**src/rtl/lc3_mem_io_if.sv**
```systemverilog
`default_nettype none
// ============================================================================
// Module   : lc3_mem_io_if
// Purpose  : Control-unit <-> memory/IO access handshake bundle.
// Revision : 1.0
// ============================================================================
interface lc3_mem_io_if;
    logic        MIO_EN;
    logic        R_W;
    logic [15:0] MAR;
    logic [15:0] MDR;
    logic        R;
    logic [15:0] rdata;

    modport master (output MIO_EN, output R_W, output MAR, output MDR,
                    input  R,      input  rdata);
    modport slave  (input  MIO_EN, input  R_W, input  MAR, input  MDR,
                    output R,      output rdata);
endinterface
`default_nettype wire

```
**src/rtl/lc3_mem_io.sv**
```systemverilog
`default_nettype none
// ============================================================================
// Module   : lc3_mem_io
// Purpose  : LC-3 memory/IO controller: routes xFE00-xFFFF to device
//            registers (keyboard, display, MCR) and all else to external SRAM.
// Revision : 1.0
// ============================================================================
module lc3_mem_io (
    input  logic         clk,
    input  logic         rstn,
    lc3_mem_io_if.slave  cpu,
    output logic         mem_req,
    output logic         mem_we,
    output logic [15:0]  mem_addr,
    output logic [15:0]  mem_wdata,
    input  logic [15:0]  mem_rdata,
    input  logic         mem_ack,
    input  logic         kb_valid,
    input  logic [7:0]   kb_data,
    output logic         kb_ready,
    output logic         kb_intr,
    output logic         disp_valid,
    output logic [7:0]   disp_data,
    input  logic         disp_ack,
    output logic         halt
);

    typedef enum logic [1:0] {
        S_IDLE   = 2'd0,
        S_ACCESS = 2'd1,
        S_DONE   = 2'd2
    } state_t;

    localparam logic [15:0] c_addr_kbsr = 16'hFE00;
    localparam logic [15:0] c_addr_kbdr = 16'hFE02;
    localparam logic [15:0] c_addr_dsr  = 16'hFE04;
    localparam logic [15:0] c_addr_ddr  = 16'hFE06;
    localparam logic [15:0] c_addr_mcr  = 16'hFFFE;

    state_t      r_state;
    state_t      w_next_state;

    logic        r_we;
    logic [15:0] r_addr;
    logic [15:0] r_wdata;
    logic [15:0] r_rdata;
    logic        r_kb_full;
    logic        r_kb_ie;
    logic [7:0]  r_kbdr;
    logic        r_ds_ready;
    logic        r_ds_ie;
    logic [7:0]  r_ddr;
    logic        r_disp_valid;
    logic [15:0] r_mcr;

    logic        w_is_dev;
    logic        w_dev_access;
    logic        w_dev_wr;
    logic        w_dev_rd;
    logic        w_access_done;
    logic        w_R;
    logic        w_mem_req;
    logic [15:0] w_dev_rdata;

    // Device space is xFE00-xFFFF: the top seven address bits are all ones.
    assign w_is_dev      = (r_addr[15:9] == 7'h7F);
    assign w_dev_access  = (r_state == S_ACCESS) && w_is_dev;
    assign w_dev_wr      = w_dev_access && r_we;
    assign w_dev_rd      = w_dev_access && !r_we;
    assign w_access_done = (r_state == S_ACCESS) && (w_is_dev || mem_ack);

    always_ff @(posedge clk or posedge rstn) begin
        if (rstn) begin
            r_state <= S_IDLE;
        end else begin
            r_state <= w_next_state;
        end
    end

    always_comb begin
        w_next_state = r_state;
        w_R          = 1'b0;
        w_mem_req    = 1'b0;
        case (r_state)
            S_IDLE: begin
                if (cpu.MIO_EN) begin
                    w_next_state = S_ACCESS;
                end
            end
            S_ACCESS: begin
                if (w_is_dev) begin
                    w_next_state = S_DONE;
                end else begin
                    w_mem_req = 1'b1;
                    if (mem_ack) begin
                        w_next_state = S_DONE;
                    end
                end
            end
            S_DONE: begin
                w_R          = 1'b1;
                w_next_state = S_IDLE;
            end
            default: begin
                w_next_state = S_IDLE;
            end
        endcase
    end

    always_comb begin
        w_dev_rdata = 16'h0000;
        case (r_addr)
            c_addr_kbsr: w_dev_rdata = {r_kb_full, r_kb_ie, 14'b0};
            c_addr_kbdr: w_dev_rdata = {8'h00, r_kbdr};
            c_addr_dsr:  w_dev_rdata = {r_ds_ready, r_ds_ie, 14'b0};
            c_addr_ddr:  w_dev_rdata = {8'h00, r_ddr};
            c_addr_mcr:  w_dev_rdata = r_mcr;
            default:     w_dev_rdata = 16'h0000;
        endcase
    end

    always_ff @(posedge clk or posedge rstn) begin
        if (rstn) begin
            r_we         <= 1'b0;
            r_addr       <= 16'h0000;
            r_wdata      <= 16'h0000;
            r_rdata      <= 16'h0000;
            r_kb_full    <= 1'b0;
            r_kb_ie      <= 1'b0;
            r_kbdr       <= 8'h00;
            r_ds_ready   <= 1'b1;
            r_ds_ie      <= 1'b0;
            r_ddr        <= 8'h00;
            r_disp_valid <= 1'b0;
            r_mcr        <= 16'h8000;
        end else begin
            if ((r_state == S_IDLE) && cpu.MIO_EN) begin
                r_addr  <= cpu.MAR;
                r_wdata <= cpu.MDR;
                r_we    <= cpu.R_W;
            end

            if (w_access_done && !r_we) begin
                r_rdata <= w_is_dev ? w_dev_rdata : mem_rdata;
            end

            // A KBDR read empties the buffer as the access enters DONE.
            if (w_dev_rd && (r_addr == c_addr_kbdr)) begin
                r_kb_full <= 1'b0;
            end else if (kb_valid && !r_kb_full) begin
                r_kbdr    <= kb_data;
                r_kb_full <= 1'b1;
            end

            if (disp_ack && r_disp_valid) begin
                r_disp_valid <= 1'b0;
                r_ds_ready   <= 1'b1;
            end

            if (w_dev_wr) begin
                case (r_addr)
                    c_addr_kbsr: r_kb_ie <= r_wdata[14];
                    c_addr_dsr:  r_ds_ie <= r_wdata[14];
                    c_addr_ddr: begin
                        // Ready is only set while nothing is pending, so this
                        // never collides with the disp_ack update above.
                        if (r_ds_ready) begin
                            r_ddr        <= r_wdata[7:0];
                            r_ds_ready   <= 1'b0;
                            r_disp_valid <= 1'b1;
                        end
                    end
                    c_addr_mcr:  r_mcr <= r_wdata;
                    default: ;
                endcase
            end
        end
    end

    assign cpu.R      = w_R;
    assign cpu.rdata  = r_rdata;
    assign mem_req    = w_mem_req;
    assign mem_we     = w_mem_req & r_we;
    assign mem_addr   = r_addr;
    assign mem_wdata  = r_wdata;
    assign kb_ready   = ~r_kb_full;
    assign kb_intr    = r_kb_full & r_kb_ie;
    assign disp_valid = r_disp_valid;
    assign disp_data  = r_ddr;
    assign halt       = ~r_mcr[15];

endmodule
`default_nettype wire

```
**src/flat_wrapper.sv**
```systemverilog
// flat-port wrapper written by rule: the top's interface ports become plain ports
module lc3_mem_io_flat 
  (clk, rstn, mem_req, mem_we, mem_addr, mem_wdata, mem_rdata, mem_ack, kb_valid, kb_data, kb_ready, kb_intr, disp_valid, disp_data, disp_ack, halt, cpu_MIO_EN, cpu_R_W, cpu_MAR, cpu_MDR, cpu_R, cpu_rdata);
  lc3_mem_io_if cpu_i ();
  input  logic clk;
  input  logic rstn;
  output logic mem_req;
  output logic mem_we;
  output logic [15:0] mem_addr;
  output logic [15:0] mem_wdata;
  input  logic [15:0] mem_rdata;
  input  logic mem_ack;
  input  logic kb_valid;
  input  logic [7:0] kb_data;
  output logic kb_ready;
  output logic kb_intr;
  output logic disp_valid;
  output logic [7:0] disp_data;
  input  logic disp_ack;
  output logic halt;
  input wire logic [$bits(cpu_i.MIO_EN)-1:0] cpu_MIO_EN;
  input wire logic [$bits(cpu_i.R_W)-1:0] cpu_R_W;
  input wire logic [$bits(cpu_i.MAR)-1:0] cpu_MAR;
  input wire logic [$bits(cpu_i.MDR)-1:0] cpu_MDR;
  output wire logic [$bits(cpu_i.R)-1:0] cpu_R;
  output wire logic [$bits(cpu_i.rdata)-1:0] cpu_rdata;
  assign cpu_i.MIO_EN = cpu_MIO_EN;
  assign cpu_i.R_W = cpu_R_W;
  assign cpu_i.MAR = cpu_MAR;
  assign cpu_i.MDR = cpu_MDR;
  assign cpu_R = cpu_i.R;
  assign cpu_rdata = cpu_i.rdata;
  lc3_mem_io u_core (.clk(clk), .rstn(rstn), .cpu(cpu_i), .mem_req(mem_req), .mem_we(mem_we), .mem_addr(mem_addr), .mem_wdata(mem_wdata), .mem_rdata(mem_rdata), .mem_ack(mem_ack), .kb_valid(kb_valid), .kb_data(kb_data), .kb_ready(kb_ready), .kb_intr(kb_intr), .disp_valid(disp_valid), .disp_data(disp_data), .disp_ack(disp_ack), .halt(halt));
endmodule
```
**config.mk**
```make
export PLATFORM = sky130hd
export DESIGN_NAME = lc3_mem_io_flat
export DESIGN_NICKNAME = d
export VERILOG_FILES = /design/src/rtl/lc3_mem_io_if.sv /design/src/rtl/lc3_mem_io.sv /design/src/flat_wrapper.sv
export SDC_FILE = /design/constraint.sdc
export NUM_CORES = 1
export LEC_CHECK = 0
export BUFFER_PORTS_ARGS = -buffer_cell sky130_fd_sc_hd__buf_2
export CORE_ASPECT_RATIO = 0.5
export CORE_MARGIN = 2
export CORE_UTILIZATION = 45
export CTS_CLUSTER_SIZE = 20
export DETAILED_ROUTE_END_ITERATION = 16
export PLACE_DENSITY = 0.75
export SLEW_MARGIN = 20
export SYNTH_ARGS = -nofsm -noshare
export SYNTH_HDL_FRONTEND = slang
export SYNTH_SLANG_ARGS = --single-unit
export TNS_END_PERCENT = 20
```
**constraint.sdc**
```tcl
create_clock -name clk -period 4.9 [get_ports clk]
set_input_delay 1.225 -clock clk [delete_from_list [all_inputs] [get_ports clk]]
set_output_delay 1.225 -clock clk [all_outputs]
set_load 0.005 [all_outputs]
```
## Yosys cells after proc, flatten, opt, wreduce, memory -nomap -nowiden

Cells that the tools add are included.
Widths: inputs -> output; s select.

- Output and inout port bits: 63
- Input bits: 63
- Word-level logic and storage cells: 67
- Register bits after elaboration: 88

- Reduce and logical (&&, ||, !) cells: 20
- Bitwise logic cells: 5
- Muxes and demuxes: 19
- Equal/unequal tests: 10

Operators with widths:

| cell | count |
|---|---|
| $eq 16x16->1 const B | 5 |
| $pmux 16 s5 | 1 |
| $mux 16 | 1 |
| $mux 1 | 13 |
| $reduce_and 2->1 | 5 |
| $logic_and 1x1->1 | 9 |
| $eq 7x7->1 const B | 1 |
| $mux 2 | 3 |
| $pmux 2 s2 | 1 |
| $ne 3x2->1 const B | 1 |
| $not 1->1 | 3 |
| $reduce_and 3->1 | 1 |
| $and 1x1->1 | 2 |
| $eq 2x1->1 const B | 1 |
| $eq 2x2->1 const B | 1 |
| $logic_not 1->1 | 2 |
| $logic_not 2->1 | 1 |
| $ne 2x2->1 const B | 1 |
| $reduce_bool 2->1 | 1 |
| $logic_or 1x1->1 | 1 |

## Longest topological paths before layout

Gate-level depths: netlist (run 1).

- Word-level depth: 6
- Gate-level depth with buffers: 7
- Mapped depth without buffers: 4

## Least setup slack after synthesis (run 1)

No wires, ideal clock.

- Path type: input port to flip-flop
- Start point: in cpu_MIO_EN
- End point: reg u_core.r_addr[10], in the netlist u_core.mem_addr[10]
- Buffers on the path: 1
- Setup time: 125 ps
- Slack: 2261 ps
- Arrival: 2514 ps
- Required time: 4775 ps
- Cell stages on the path: 3
- Path through: nor3b_1 > clkbuf_1 > mux2_2

- Cells in the longest elaborated chain, start to end: 1

Ends and longest elaborated chain:

| element | RTL line | text |
|---|---|---|
| from (decl) | flat_wrapper.sv:21 | `input wire logic [$bits(cpu_i.MIO_EN)-1:0] cpu_MIO_EN;` |
| $logic_and 1x1->1 | lc3_mem_io.sv:137 | `if ((r_state == S_IDLE) && cpu.MIO_EN) begin` |
| to (signal assigned) | lc3_mem_io.sv:138 | `r_addr <= cpu.MAR;` |
| to (decl) | lc3_mem_io.sv:44 | `logic [15:0] r_addr;` |

No other way between the ends.
A chain may end at the register's enable or synchronous reset.

## Worst setup path in the final report (run 1)

- Start point: reg u_core.r_addr[14], in the netlist u_core.mem_addr[14]
- End point: out mem_req

- Cells in the longest elaborated chain, start to end: 3

Ends and longest elaborated chain:

| element | RTL line | text |
|---|---|---|
| $eq 7x7->1 | lc3_mem_io.sv:66 | `assign w_is_dev = (r_addr[15:9] == 7'h7F);` |
| $mux 1 | lc3_mem_io.sv:91 | `if (w_is_dev) begin` |
| $mux 1 | lc3_mem_io.sv:84 | `case (r_state)` |
| to (decl) | flat_wrapper.sv:7 | `output logic mem_req;` |

No other way between the ends.

==> results of run 1 <==
## critical path, delay by kind of cell (launching register included)
kind                   cells  cell delay (ps)
AND/OR/NAND/NOR            3             1050
flip-flops                 1              390
buffers and inverters      1              160
## synthesized netlist by cell type
| master | count |
|---|---|
| nor3_1 | 6 |
| o21ai_0 | 12 |
| a21oi_1 | 2 |
| or2_2 | 1 |
| and3_1 | 10 |
| nor2_1 | 15 |
| buf_1 | 2 |
| dfstp_2 | 2 |
| o32a_1 | 10 |
| o31ai_4 | 1 |
| nand4_1 | 3 |
| nand3_1 | 1 |
| buf_2 | 1 |
| and4_1 | 4 |
| inv_1 | 4 |
| nand2b_1 | 2 |
| dfrtp_1 | 86 |
| or4_1 | 1 |
| a32o_1 | 6 |
| and4b_1 | 1 |
| mux2_2 | 73 |
| nor2b_1 | 12 |
| nor3b_1 | 2 |
| mux2i_1 | 9 |
| nand2_1 | 3 |
| nand3b_1 | 2 |
| nor4b_1 | 2 |
| nor4_1 | 3 |
| clkbuf_1 | 13 |
| or3_1 | 5 |
| and2_1 | 2 |
## metrics by stage
step | area [um^2] | utilization [%] | std cells | hold slack [ps] | setup slack, ps
after floorplan | 3885 | - | 296 | 470.6 | 1400
after CTS | 4989 | 60.82 | 538 | 500.5 | 1724
final | 4990 | 60.84 | 538 | 501.5 | 1734
after detailed placement | 4644 | 56.63 | 522 | 489.7 | 2090
after global routing | 4990 | 60.84 | 538 | 514.2 | 1507
after global placement | 4644 | 56.63 | 522 | 479.6 | 2142
## cells by family after synthesis
logic type             Yosys count
muxes                           82
and+or+nand+nor                 75
DFF                             88
AOI/OAI and AO/OA               31
buffers and inverters           20
## metal layers
layer	part of all wire, %	vias up	track usage (%)
li1	-	1340	-
met4	1.0	0	5.556
met5	0	-	0
met3	5.6	11	6.798
met2	48	83	35.48
met1	45	1459	28.48
## area by class of cell
class,count,area [um^2],area share [%]
Sequential cell,88,2205,44.18
Multi-Input combinational cell,188,1620,32.47
Timing Repair Buffer,130,663.1,13.29
Clock buffer,9,225.2,4.514
Tap cell,112,140.1,2.808
Clock inverter,7,118.9,2.382
Inverter,4,17.52,0.3511
## final timing paths
kind                                      from                    to  slack (ps)  depth (start not counted)
max                        u_core.mem_addr[14]               mem_req        1730                          4
min                            u_core.r_mcr[0]       u_core.r_mcr[0]         500                          1
max reg2reg                 u_core.mem_addr[2]       u_core.r_mcr[3]        2120                          4
min reg2reg                    u_core.r_mcr[0]       u_core.r_mcr[0]         500                          1
max in group asynchronous                 rstn      u_core.r_kbdr[3]        3020                          3
min in group asynchronous                 rstn  u_core.mem_wdata[12]        1010                          2
## state kept, by name (all words and copies together), names as in the netlist, 2 cells and up
| register | cells |
|---|---|
| u_core.r_kbdr | 8 |
| u_core.mem_addr | 16 |
| u_core.disp_data | 8 |
| u_core.r_mcr | 16 |
| u_core.cpu.rdata | 16 |
| u_core.r_state | 2 |
| u_core.mem_wdata | 16 |
## power by group through the flow
stage                     registers [mW]  clock network (mW)  logic [mW]
after global placement              1.18                   0       0.685
after floorplan                     1.12                   0       0.384
final                               1.18               0.789       0.691
after detailed placement            1.19                   0       0.698
after global routing                1.22               0.835       0.759
after CTS                           1.18               0.802       0.702
## placed cells by master, fill, tap and decap left out, types with 2 or more instances in the layout
cell type     n
or3_1         5
nor4_1        3
and4_1        4
mux2i_1       9
a32o_1        6
buf_4         5
and2_1        2
a21oi_1       2
o21ai_0      12
nand3b_1      2
bufinv_16     3
nand4_1       3
nor2b_1      12
clkbuf_16     9
dfstp_2       2
nor2_1       15
o32a_1       10
dfrtp_1      86
nor3_1        5
mux2_2       73
nand2_1       3
clkinvlp_4    2
and3_1       10
nand2b_1      2
inv_1         3
buf_2       125
==> results_dict.tcl, run 1 <==
set metrics [dict create \
    status "completed" \
    power_frac_seq_pct 44.3 \
    total_power_mw 2.659 \
    drt_iter0_drc 162 \
    path_clk_slew_ps 60 \
    period_minus_slack_ps 3166 \
    dieArea_um2 9437 \
    start_util_pct 47.37 \
    criticalPathCategory "reg2out" \
    cts_tree "built" \
    grt_start_max_net_pins 60 \
    fin_skew_ps 4.626 \
    grt_pass1_wl_mm 15.75 \
    row_count 23 \
    ys_ff_latch 88 \
    core_area_um2 8202 \
    die_h_um 69.70 \
    num_antenna_cells 0 \
    crit_slowest_cell "nor2_1" \
    synth_xor_area_share_pct 0 \
    synth_mux_area_share_pct 23.48 \
    combPwrFrac_pct 26.0 \
    postCtsHoldBufs 0 \
    syn-num-nets 359 \
    seq_area_frac_synth_pct 56.75 \
    p_sw_share_pct 30.79 \
    wirelength_mm 9.721 \
    antenna_found_initial 0 \
    crit_required_ps 3670 \
    final_antenna_net_count 0 \
    fin_nets 484 \
    numClockSinks 88 \
    cts_buffers 9 \
    intPower_mw 1.840 \
    grt_pass1_vias 3046 \
    synth.distinct_cells 31 \
    routed_via_density 5.377 \
    place_congestion 0.7818 \
    hp-class "reg2reg" \
    drc 0 \
    die_x_um 135.4 \
    finalCritPeriodShare_pct 64.61 \
    relSlewSlack_pct 36.86 \
    grt_overflow 0 \
    fin_setup_tns_ps 0 \
    synth_cells 296 \
    synth_fa_ha_area_share_pct 0 \
    worstPathMaxFanout 13 \
    post_cts_buffers 0 \
    share_clk_of_total_power_pct 29.7 \
    drt-pass1-iter-count 5 \
    io_pins 126 \
    wire_per_inst_um 18.07 \
    grt_usage_pct 21.79 \
    critPathMaxStageDelay_ps 780 \
    cts_resized 0 \
    syn_to_final_growth_pct 28.44 \
    drive_gt1_share_pct 53.29 \
    crit_chain "nand4_1 > nor2_1 > nor2_1 > buf_2" \
    synth_compound_area_share_pct 6.473 \
    crit_top_cell "nor2_1" \
    yosys_warnings 0 \
    rsz0062_at_grt "no" \
    end_kind "output port" \
    synth_top_family_by_area "multiplexers" \
    max-cap-violations 0 \
    startpoint_type "register" \
    finalHoldViolCount 0 \
    report.final.slew_viol_count 0 \
    synth_top_cell_by_area "dfrtp_1" \
    clkLatencyLatePin_ps 340 \
    p_sw_mw 0.8186 \
    synth.avg_cell_area_um2 13.12 \
    yosys.area_share.simple_pct 11.34 \
    leakage_nw 2.397 \
    synthTopCellsByArea "dfrtp_1 (55%), mux2_2 (21%), o32a_1 (2.6%)" \
    worstMarginPinSlew_ps 943.6 \
    cp.arrival_ps 1940 \
    htreeDepth 3 \
    dp_hpwl_mm 6.966 \
    fmax_ghz 0.3159 \
    peakVddDrop_mv 0.2683 \
    io_buffers 125 \
    yosysTopAreaCellShare_pct 55.39 \
    powerDensity_nw_per_um2 532.8 \
    synth_area_um2 3885 \
    vias 2893 \
    clockBufferDepth 2 \
    root_buffer "clkbuf_16" \
    setup_viol 0 \
    fill_cells 666 \
]
Power figures use the tool's default switching activity.
==> inputs of run 2 (changes only) <==
- PLACE_DENSITY: 0.75 -> 0.78
- clock period: 4.9 -> 2.8 ns (I/O delays scaled with it)
==> run 2 against run 1 <==
Against the previous run: sequential power grew 69%; critical path depth is the same; wire length shrank 4.3%; design area grew 0.28%; clock skew grew 6.2 ps; hold slack lost 120 ps; register-to-register slack lost 1700 ps; total power grew 68%; global-route usage shrank 0.60 points; sequential share of layout area shrank 0.12 points; die area is the same.
==> results_dict.tcl, run 2 (synthesis results as in run 1) <==
set metrics [dict create \
    status "completed" \
    postCtsHoldBufs 0 \
    drt-pass1-iter-count 4 \
    clockBufferDepth 2 \
    mostFrequentLayoutCell "buf_2" \
    cp.arrival_ps 2650 \
    grt_start_max_net_pins 68 \
    syn_to_final_growth_pct 28.79 \
    dieArea_um2 9437 \
    grt_pass1_vias 3080 \
    wirelength_mm 9.307 \
    peakVddDrop_mv 0.3951 \
    crit_required_ps 3020 \
    io_pins 126 \
    post_cts_buffers 0 \
    place_congestion 0.8184 \
    dp_hpwl_mm 6.747 \
    crit_slowest_cell "o31ai_4" \
    start_util_pct 47.37 \
    startpoint_type "register" \
    relSlewSlack_pct 46.45 \
    report.final.slew_viol_count 0 \
    drive_gt1_share_pct 53.70 \
    final_cells 544 \
    cts_resized 0 \
    wire_per_inst_um 17.11 \
    antenna_found_initial 0 \
    leakage_nw 2.411 \
    crit_chain "or4_1 > or3_1 > o31ai_4 > mux2_2" \
    root_buffer "clkbuf_16" \
    worstMarginPinSlew_ps 803.3 \
    numClockSinks 88 \
    max-cap-violations 0 \
    drc 0 \
    finalCritPeriodShare_pct 86.61 \
    final_cell_mix "buf_2 (125), dfrtp_1 (86), mux2_2 (73), nor2_1 (15)" \
    rsz0062_at_grt "no" \
    cts_tree "built" \
    critPathMaxStageDelay_ps 540 \
    routed_via_density 5.331 \
    fin_nets 490 \
    fin_skew_ps 10.86 \
    dp_cells 528 \
    path_clk_slew_ps 70 \
    drt_iter0_drc 102 \
    criticalPathCategory "reg2reg" \
    final_antenna_net_count 0 \
    place_ws_ps 384.4 \
    grt_overflow 0 \
    fmax_ghz 0.4124 \
    die_x_um 135.4 \
    grt_usage_pct 21.18 \
    clkLatencyLatePin_ps 350 \
    die_h_um 69.70 \
    row_count 23 \
    powerDensity_nw_per_um2 893.1 \
    vias 2900 \
    hp-class "in2async" \
    htreeDepth 3 \
    worstPathMaxFanout 8 \
    end_kind "register" \
    fin_setup_tns_ps 0 \
    fin_ws_ps 375.0 \
    io_buffers 125 \
    setup_viol 0 \
    fin_util_pct 61.01 \
    finalHoldViolCount 0 \
    cts_buffers 9 \
    core_area_um2 8202 \
    num_antenna_cells 0 \
    grt_pass1_wl_mm 15.48 \
    period_minus_slack_ps 2425 \
]
-- run 2: power by group --
part / switching, mW / internal [mW] / total [mW]
clock: 0.488 / 0.714 / 1.20
sequential: 0.345 / 1.65 / 1.99
combinational: 0.552 / 0.720 / 1.27
-- run 2: path summary, 6_finish.rpt --
| kind | cells past startpoint | slack, ps | from | to |
|---|---|---|---|---|
| max | 4 | 370 | u_core.mem_addr[4] | u_core.r_kbdr[5] |
| min | 2 | 380 | rstn | u_core.mem_wdata[6] |
| max reg2reg | 4 | 370 | u_core.mem_addr[4] | u_core.r_kbdr[5] |
| min reg2reg | 1 | 500 | u_core.r_mcr[2] | u_core.r_mcr[2] |
| max in group asynchronous | 3 | 1680 | rstn | u_core.r_mcr[15] |
| min in group clk | 1 | 500 | u_core.r_mcr[2] | u_core.r_mcr[2] |
-- run 2: metrics by stage --
| step | power (mW) | cell area (um^2) | hold WS, ps |
|---|---|---|---|
| finish | 4.469 | 5004 | 378.6 |
| global placement | 3.268 | 4705 | 479.1 |
| global route | 4.744 | 5004 | 413.8 |
| CTS | 4.513 | 5004 | 390.1 |
| floorplan | 2.640 | 3889 | 470.6 |
| detailed placement | 3.307 | 4705 | 485.8 |
-- run 2: metal layers --
| metal | vias to the layer above | wire, um | GRT usage, % |
|---|---|---|---|
| li1 | 1364 | - | - |
| met1 | 1433 | 4004 | 27.33 |
| met2 | 88 | 4571 | 34.57 |
| met3 | 15 | 558 | 5.409 |
| met4 | 0 | 173 | 7.986 |
| met5 | - | 0 | 0 |
-- run 2: worst max-delay path, delay by kind of cell (launching register included) --
family | cells | cell delay [ps]
flops | 1 | 410
simple gates | 2 | 950
mux | 1 | 390
compound gates | 1 | 540
-- run 2: cell type report --
| class | instances | area [um^2] |
|---|---|---|
| Clock inverter | 5 | 56.30 |
| Fill cell | 651 | 3198 |
| Inverter | 4 | 18.77 |
| Tap cell | 112 | 140.1 |
| Sequential cell | 88 | 2205 |
| Multi-Input combinational cell | 188 | 1620 |
| Timing Repair Buffer | 136 | 720.7 |
| Clock buffer | 11 | 242.7 |
